===== config.mk =====
export PLATFORM = sky130hd
export DESIGN_NAME = reset_sequencer_flat
export DESIGN_NICKNAME = d
export VERILOG_FILES = /design/src/rtl/reset_sequencer_if.sv /design/src/rtl/reset_sequencer.sv /design/src/flat_wrapper.sv
export SDC_FILE = /design/constraint.sdc
export NUM_CORES = 1
export LEC_CHECK = 0
export BUFFER_PORTS_ARGS = -buffer_cell sky130_fd_sc_hd__buf_2
export CORE_UTILIZATION = 36
export DETAILED_ROUTE_END_ITERATION = 16
export PLACE_DENSITY = 0.59
export SLEW_MARGIN = 20
export SYNTH_ARGS = -nofsm -noshare
export SYNTH_HDL_FRONTEND = slang
export SYNTH_SLANG_ARGS = --single-unit

===== constraint.sdc =====
create_clock -name clk -period 0.8 [get_ports clk]
set_input_delay 0.04 -clock clk [delete_from_list [all_inputs] [get_ports clk]]
set_output_delay 0.04 -clock clk [all_outputs]
set_load 0.02 [all_outputs]

===== src/rtl/reset_sequencer_if.sv =====
// -----------------------------------------------------------------------------
// reset_sequencer_if
//   Bundles the request/response signals of the reset sequencer.
//
//   Parameters:
//     CHANNELS     number of sequenced reset outputs
//
//   Signals:
//     soft_req     synchronous re-sequence request (driven by the slave side)
//     rst_out      active-high per-subsystem resets (driven by the sequencer)
//     done         all reset outputs released (driven by the sequencer)
//     cause        last sequence cause, 01 = hard reset, 10 = soft request
//                  (only with RESET_SEQUENCER_CAUSE_EN)
//     restart_cnt  saturating count of accepted soft requests
//                  (only with RESET_SEQUENCER_CAUSE_EN)
//
//   Modports:
//     master       the sequencer itself
//     slave        the consumer of the resets / source of soft_req
//
//   Optional feature macro: RESET_SEQUENCER_CAUSE_EN
// -----------------------------------------------------------------------------
interface reset_sequencer_if #(
    parameter int CHANNELS = 3
);
    logic                soft_req;
    logic [CHANNELS-1:0] rst_out;
    logic                done;
`ifdef RESET_SEQUENCER_CAUSE_EN
    logic [1:0]          cause;
    logic [7:0]          restart_cnt;

    modport master (input soft_req, output rst_out, output done,
                    output cause, output restart_cnt);
    modport slave  (output soft_req, input rst_out, input done,
                    input cause, input restart_cnt);
`else
    modport master (input soft_req, output rst_out, output done);
    modport slave  (output soft_req, input rst_out, input done);
`endif
endinterface


===== src/rtl/reset_sequencer.sv =====
// -----------------------------------------------------------------------------
// reset_sequencer
//   Synchronises an external asynchronous reset and releases CHANNELS reset
//   outputs one at a time in index order. All outputs are held for DELAY
//   cycles after the sequence start edge, then bit k is released at
//   start + DELAY + k*STAGE_GAP. A soft request restarts the whole sequence.
//
//   Parameters:
//     CHANNELS     number of reset outputs (>= 1)
//     DELAY        cycles from sequence start to release of rst_out[0] (>= 1)
//     STAGE_GAP    cycles between successive channel releases (>= 1)
//     SYNC_STAGES  flops in the reset-deassertion synchroniser (>= 2)
//
//   Ports:
//     clk          system clock
//     reset        asynchronous active-high reset, asserts all outputs at once
//     bus          reset_sequencer_if.master (soft_req in; rst_out, done out;
//                  cause, restart_cnt out when the optional feature is built)
//
//   Optional feature macro: RESET_SEQUENCER_CAUSE_EN
//     Adds cause (01 hard / 10 soft) and a saturating 8-bit restart counter.
// -----------------------------------------------------------------------------
module reset_sequencer #(
    parameter int CHANNELS    = 3,
    parameter int DELAY       = 4,
    parameter int STAGE_GAP   = 2,
    parameter int SYNC_STAGES = 2
) (
    input  logic               clk,
    input  logic               reset,
    reset_sequencer_if.master  bus
);

    localparam int MAX_CNT = (DELAY > STAGE_GAP) ? DELAY : STAGE_GAP;
    localparam int CNT_W   = $clog2(MAX_CNT + 1);
    localparam int IDX_W   = (CHANNELS > 1) ? $clog2(CHANNELS) : 1;

    // The phase starts with the counter at 0 on the start edge itself, so the
    // release edge is the one where the counter already holds length-1.
    localparam logic [CNT_W-1:0] DELAY_TC = CNT_W'(DELAY - 1);
    localparam logic [CNT_W-1:0] GAP_TC   = CNT_W'(STAGE_GAP - 1);
    localparam logic [IDX_W-1:0] LAST_IDX = IDX_W'(CHANNELS - 1);

    typedef enum logic [1:0] {
        HOLD  = 2'd0,
        STAGE = 2'd1,
        RUN   = 2'd2
    } state_e;

    // ------------------------------------------------------------------
    // Reset synchroniser
    // ------------------------------------------------------------------
    logic [SYNC_STAGES-1:0] sync_q, sync_d;
    logic                   irst;

    always_comb begin
        sync_d = {sync_q[SYNC_STAGES-2:0], 1'b0};
    end

    // NOTE: the chain is set asynchronously so irst asserts the moment reset
    // rises, but it can only clear by shifting zeros through on clk, which
    // makes the release of irst synchronous to clk.
    always_ff @(posedge clk or posedge reset) begin
        if (reset) begin
            sync_q <= '1;
        end else begin
            sync_q <= sync_d;
        end
    end

    assign irst = sync_q[SYNC_STAGES-1];

    // ------------------------------------------------------------------
    // Sequencer state
    // ------------------------------------------------------------------
    state_e              state_q, state_d;
    logic [CNT_W-1:0]    cnt_q,   cnt_d;
    logic [IDX_W-1:0]    stage_q, stage_d;
    logic [CHANNELS-1:0] rst_out_q, rst_out_d;
    logic                done_q,  done_d;
`ifdef RESET_SEQUENCER_CAUSE_EN
    logic [1:0]          cause_q, cause_d;
    logic [7:0]          rcnt_q,  rcnt_d;
`endif

    // NOTE: every variable gets its hold value first so no path through the
    // case leaves one unassigned, which would otherwise infer a latch.
    always_comb begin
        state_d   = state_q;
        cnt_d     = cnt_q;
        stage_d   = stage_q;
        rst_out_d = rst_out_q;
        done_d    = done_q;
`ifdef RESET_SEQUENCER_CAUSE_EN
        cause_d   = cause_q;
        rcnt_d    = rcnt_q;
`endif

        if (bus.soft_req) begin
            // Restart wins over any release due on the same edge.
            state_d   = HOLD;
            cnt_d     = '0;
            stage_d   = '0;
            rst_out_d = '1;
            done_d    = 1'b0;
`ifdef RESET_SEQUENCER_CAUSE_EN
            cause_d   = 2'b10;
            if (rcnt_q != 8'hFF) begin
                rcnt_d = rcnt_q + 8'd1;
            end
`endif
        end else begin
            case (state_q)
                HOLD: begin
                    if (cnt_q == DELAY_TC) begin
                        cnt_d        = '0;
                        rst_out_d[0] = 1'b0;
                        if (CHANNELS == 1) begin
                            state_d = RUN;
                            done_d  = 1'b1;
                        end else begin
                            state_d = STAGE;
                            stage_d = IDX_W'(1);
                        end
                    end else begin
                        cnt_d = cnt_q + 1'b1;
                    end
                end

                STAGE: begin
                    if (cnt_q == GAP_TC) begin
                        cnt_d              = '0;
                        rst_out_d[stage_q] = 1'b0;
                        if (stage_q == LAST_IDX) begin
                            state_d = RUN;
                            done_d  = 1'b1;
                        end else begin
                            stage_d = stage_q + 1'b1;
                        end
                    end else begin
                        cnt_d = cnt_q + 1'b1;
                    end
                end

                RUN: begin
                    // Outputs hold until a soft request or a reset.
                end

                default: begin
                    state_d = HOLD;
                end
            endcase
        end
    end

    // irst is asserted asynchronously by reset, so it alone covers both the
    // external reset and the synchroniser hold-off; soft_req has no effect
    // while it is high because these flops are held in reset.
    // NOTE: non-blocking assignments so every flop samples the pre-edge
    // values, independent of statement order.
    always_ff @(posedge clk or posedge irst) begin
        if (irst) begin
            state_q   <= HOLD;
            cnt_q     <= '0;
            stage_q   <= '0;
            rst_out_q <= '1;
            done_q    <= 1'b0;
`ifdef RESET_SEQUENCER_CAUSE_EN
            cause_q   <= 2'b01;
            rcnt_q    <= 8'd0;
`endif
        end else begin
            state_q   <= state_d;
            cnt_q     <= cnt_d;
            stage_q   <= stage_d;
            rst_out_q <= rst_out_d;
            done_q    <= done_d;
`ifdef RESET_SEQUENCER_CAUSE_EN
            cause_q   <= cause_d;
            rcnt_q    <= rcnt_d;
`endif
        end
    end

    assign bus.rst_out = rst_out_q;
    assign bus.done    = done_q;
`ifdef RESET_SEQUENCER_CAUSE_EN
    assign bus.cause       = cause_q;
    assign bus.restart_cnt = rcnt_q;
`endif

endmodule


===== src/flat_wrapper.sv =====
// flat-port wrapper written by rule: the top's interface ports become plain ports
module reset_sequencer_flat 
#(
    parameter int CHANNELS    = 3,
    parameter int DELAY       = 4,
    parameter int STAGE_GAP   = 2,
    parameter int SYNC_STAGES = 2
)
  (clk, reset, bus_soft_req, bus_rst_out, bus_done);
  reset_sequencer_if #(.CHANNELS(CHANNELS)) bus_i ();
  input  logic clk;
  input  logic reset;
  input wire logic [$bits(bus_i.soft_req)-1:0] bus_soft_req;
  output wire logic [$bits(bus_i.rst_out)-1:0] bus_rst_out;
  output wire logic [$bits(bus_i.done)-1:0] bus_done;
  assign bus_i.soft_req = bus_soft_req;
  assign bus_rst_out = bus_i.rst_out;
  assign bus_done = bus_i.done;
  reset_sequencer #(.CHANNELS(CHANNELS), .DELAY(DELAY), .STAGE_GAP(STAGE_GAP), .SYNC_STAGES(SYNC_STAGES)) u_core (.clk(clk), .reset(reset), .bus(bus_i));
endmodule

==> impl_metrics.csv <==
group,metric,value,unit
global_routing,grt_overflow,0,
logic_synthesis,yosys_warnings,0,
clock_network,cts_buffer_depth,2,
pwr,p_seq_frac,0.455,
sta,fin_crit_sh,1.78,
critical_path,r2r-start,"u_core.cnt_q[1]",
critical_path,cpLargestDelayFamily,"simple AND/OR/NAND/NOR gates",
final_layout,stdcell_count,125,
routing,drtIter0Drc,8,
logic_synthesis,synthAdderAreaFrac,0.139,
final_layout,syn2layout_area_growth,47.1,%
sta,slew_viol_final,0,
place,dp.cells,116,
pwr,ir_drop,0.00120,V
place,place_congestion,0.773,
critical_path,cpPeakStageDelay,0.46,ns
critical_path,slowest_stage,"or4b_1",
final_layout,n_antenna_cell,0,
critical_path,cp_data_arrival_time,1.63,ns
routing,viasPerCell,4.72,
logic_synthesis,synth_nets,84,
logic_synthesis,synth.distinct_cells,27,
global_routing,grt_max_degree,11,
logic_synthesis,syn_avg_cell_area,9.89,um2
clock_network,clock_latency,0.28,ns
critical_path,start_kind,"register",
global_routing,antenna_found_initial,0,
critical_path,path_class,"reg -> reg",
clock_network,htree_num_levels,1,
pwr,total_power,0.00168,W
routing,wl_per_cell,12.1,um
final_layout,drive_above_1_share,0.480,
min_path,holdCritPathClass,"in -> reg",
pwr,power_density,1580,nW/um2
logic_synthesis,yosys.area.top_type,"dfrtp_1",
clock_network,root_buffer,"clkbuf_4",
clock_network,clock-sinks,13,
sta,timing.fmax,0.701,GHz
routing,route.final.wire_length,1.51,mm
global_routing,track_usage,0.162,
sta,rsz0062_at_grt,"yes",
pwr,internal_power,0.00119,W
logic_synthesis,synth_mux_area_frac,0,
logic_synthesis,synth_seq_area_share,0.459,
logic_synthesis,synth-seq-cells,13,
final_layout,n_fill_cell,155,
status,status,"complete, but fails checks",
logic_synthesis,synth_top_area_frac,0.277,
critical_path,cp.buffers_inverters,1,
logic_synthesis,synthFlopType,"dfrtp_1",
sta,fin_ws,-0.627,ns
routing,dr.pass1.iters,2,
logic_synthesis,yosys-top-cells-area,"dfrtp_1 (28%), dfstp_2 (18%), ha_1 (14%), inv_1 (5.7%), a21oi_1 (3.5%)",
die,die_area,2190,um2
min_path,worstHoldStart,"bus_soft_req",
critical_path,path_max_fanout,4,
logic_synthesis,synth-compound-area-share,0.168,
clock_network,cts_tree,"built",
status,violations,"setup timing",
sta,finalHoldViolCount,0,
final_layout,layout_commonest_cell,"buf_4",
logic_synthesis,syn_inst,73,
critical_path,cp_cell_sequence,"inv_2 > ha_4 > nand3b_4 > or4b_1 > a31oi_1",
logic_synthesis,synth_edf_count,0,
routing,drc,0,
sta,setup_viol,15,
clock_network,cts_buffers,3,
critical_path,end_kind,"register",
die,io-pin-count,7,
logic_synthesis,synth_xor_area_frac,0,
die,start_util,0.401,
pwr,p_leak,0.505,nW
clock_network,path_clk_slew,0.08,ns
die,die_x,46.8,um
pwr,power.switching,0.000491,W
sta,fin_worst_skew,0.00520,ns
critical_path,critPathRequiredTime,1.00,ns
logic_synthesis,synthesis.area,722,um2
die,die_y,46.8,um
sta,min_period,1.43,ns
logic_synthesis,synth_top_family_by_area,"compound AO/OA/AOI/OAI gates",
pwr,netSwitchingFraction,0.293,
critical_path,startpoint,"u_core.cnt_q[1]",
pwr,power.share.combinational,0.298,
logic_synthesis,synthArstFlopShare,1.00,
global_routing,grt_pass1_vias,542,
pwr,clock_power_share,0.247,
place,port_buffers,6,
final_layout,layout_common_cells,"buf_4 (15), inv_1 (8), dfrtp_1 (7)",
place,hpwlAfterDp,1.08,mm
die,coreArea,1800,um2
global_routing,grt_pass1_wl,2.42,mm
place,pre_cts_slack,-0.607,ns
die,rows,15,
logic_synthesis,synth_simple_gate_area_frac,0.161,
run,max_cap_viol_count,0,
routing,num_vias,590,
routing,ant_nets,0,
final_layout,layout.nets,112,
final_layout,final_core_util,0.590,
-- power by group through the flow --
stage	Combinational, W	Clock [W]	Sequential, W
after floorplan	0.000206	0	0.000778
after global placement	0.000355	0	0.000767
after detailed placement	0.000358	0	0.000772
after CTS	0.000429	0.000428	0.000755
after global routing	0.000547	0.000454	0.000769
final	0.000500	0.000414	0.000763
-- cell type report --
| cell class | instances | area, um2 | share of cell area |
|---|---|---|---|
| inverters | 11 | 43.8 | 0.0412 |
| clock buffers | 4 | 26.3 | 0.0247 |
| repair buffers | 25 | 220 | 0.207 |
| well taps | 25 | 31.3 | 0.0294 |
| multi-input cells | 47 | 408 | 0.384 |
| flip-flops and latches | 13 | 333 | 0.313 |
-- registers in the layout, indices dropped and copies added, names as in the netlist --
name,flops
u_core.cnt_q,3
u_core.stage_q,2
u_core.sync_q,2
u_core.bus.done,1
u_core.bus.rst_out,3
u_core.state_q,2
-- worst paths after layout --
| path | slack, ns | endpoint | cells past startpoint |
|---|---|---|---|
| max | -0.63 | u_core.stage_q[1] | 5 |
| min | 0.02 | u_core.stage_q[1] | 2 |
| max in group asynchronous | 0.33 | u_core.bus.rst_out[1] | 2 |
| min reg2reg | 0.12 | u_core.stage_q[0] | 1 |
| max reg2reg | -0.63 | u_core.stage_q[1] | 5 |
| min in group asynchronous | 0.12 | u_core.stage_q[0] | 1 |
-- logic make-up (layout without fill, tap and decap cells) --
group	Yosys count	in the layout
adders and majority gates	8	8
and+or+nand+nor	20	20
other	1	1
buffers and inverters	13	40
AOI/OAI and AO/OA	18	18
DFF	13	13
-- per-stage QoR --
stage | TNS (ns) | instance area, um2 | hold WS, ns
2_1_floorplan | -4.41 | 743 | -0.0485
3_3_place_gp | -5.05 | 915 | 0.0585
3_5_place_dp | -5.26 | 915 | 0.0654
4_1_cts | -5.90 | 1020 | 0.00793
5_1_grt | -6.64 | 1060 | 0.00809
6_report | -6.04 | 1060 | 0.0193
-- repair_timing --
action	CTS	global route
setup endpoints to repair	15	15
pin swaps	3	4
endpoints found under the hold margin	2	0
buffers inserted	4	1
gates cloned	0	0
hold buffers	1	0
resized for setup	13	11
-- cell usage after synthesis (all sizes together), types with 2 or more instances --
cell type / n
nor2: 4
a21o: 2
o21ai: 2
dfstp: 5
o211ai: 2
a21oi: 5
clkbuf: 2
inv: 11
nand2: 6
o21a: 2
ha: 8
nand2b: 2
dfrtp: 8
-- per-layer routing --
metal / global-route usage / share of wire
met4: 0.0857 / 0.0079
met5: 0 / 0
met3: 0.0346 / 0.020
met1: 0.227 / 0.52
met2: 0.233 / 0.45
No activity file was read; power rests on OpenSTA's default activity.
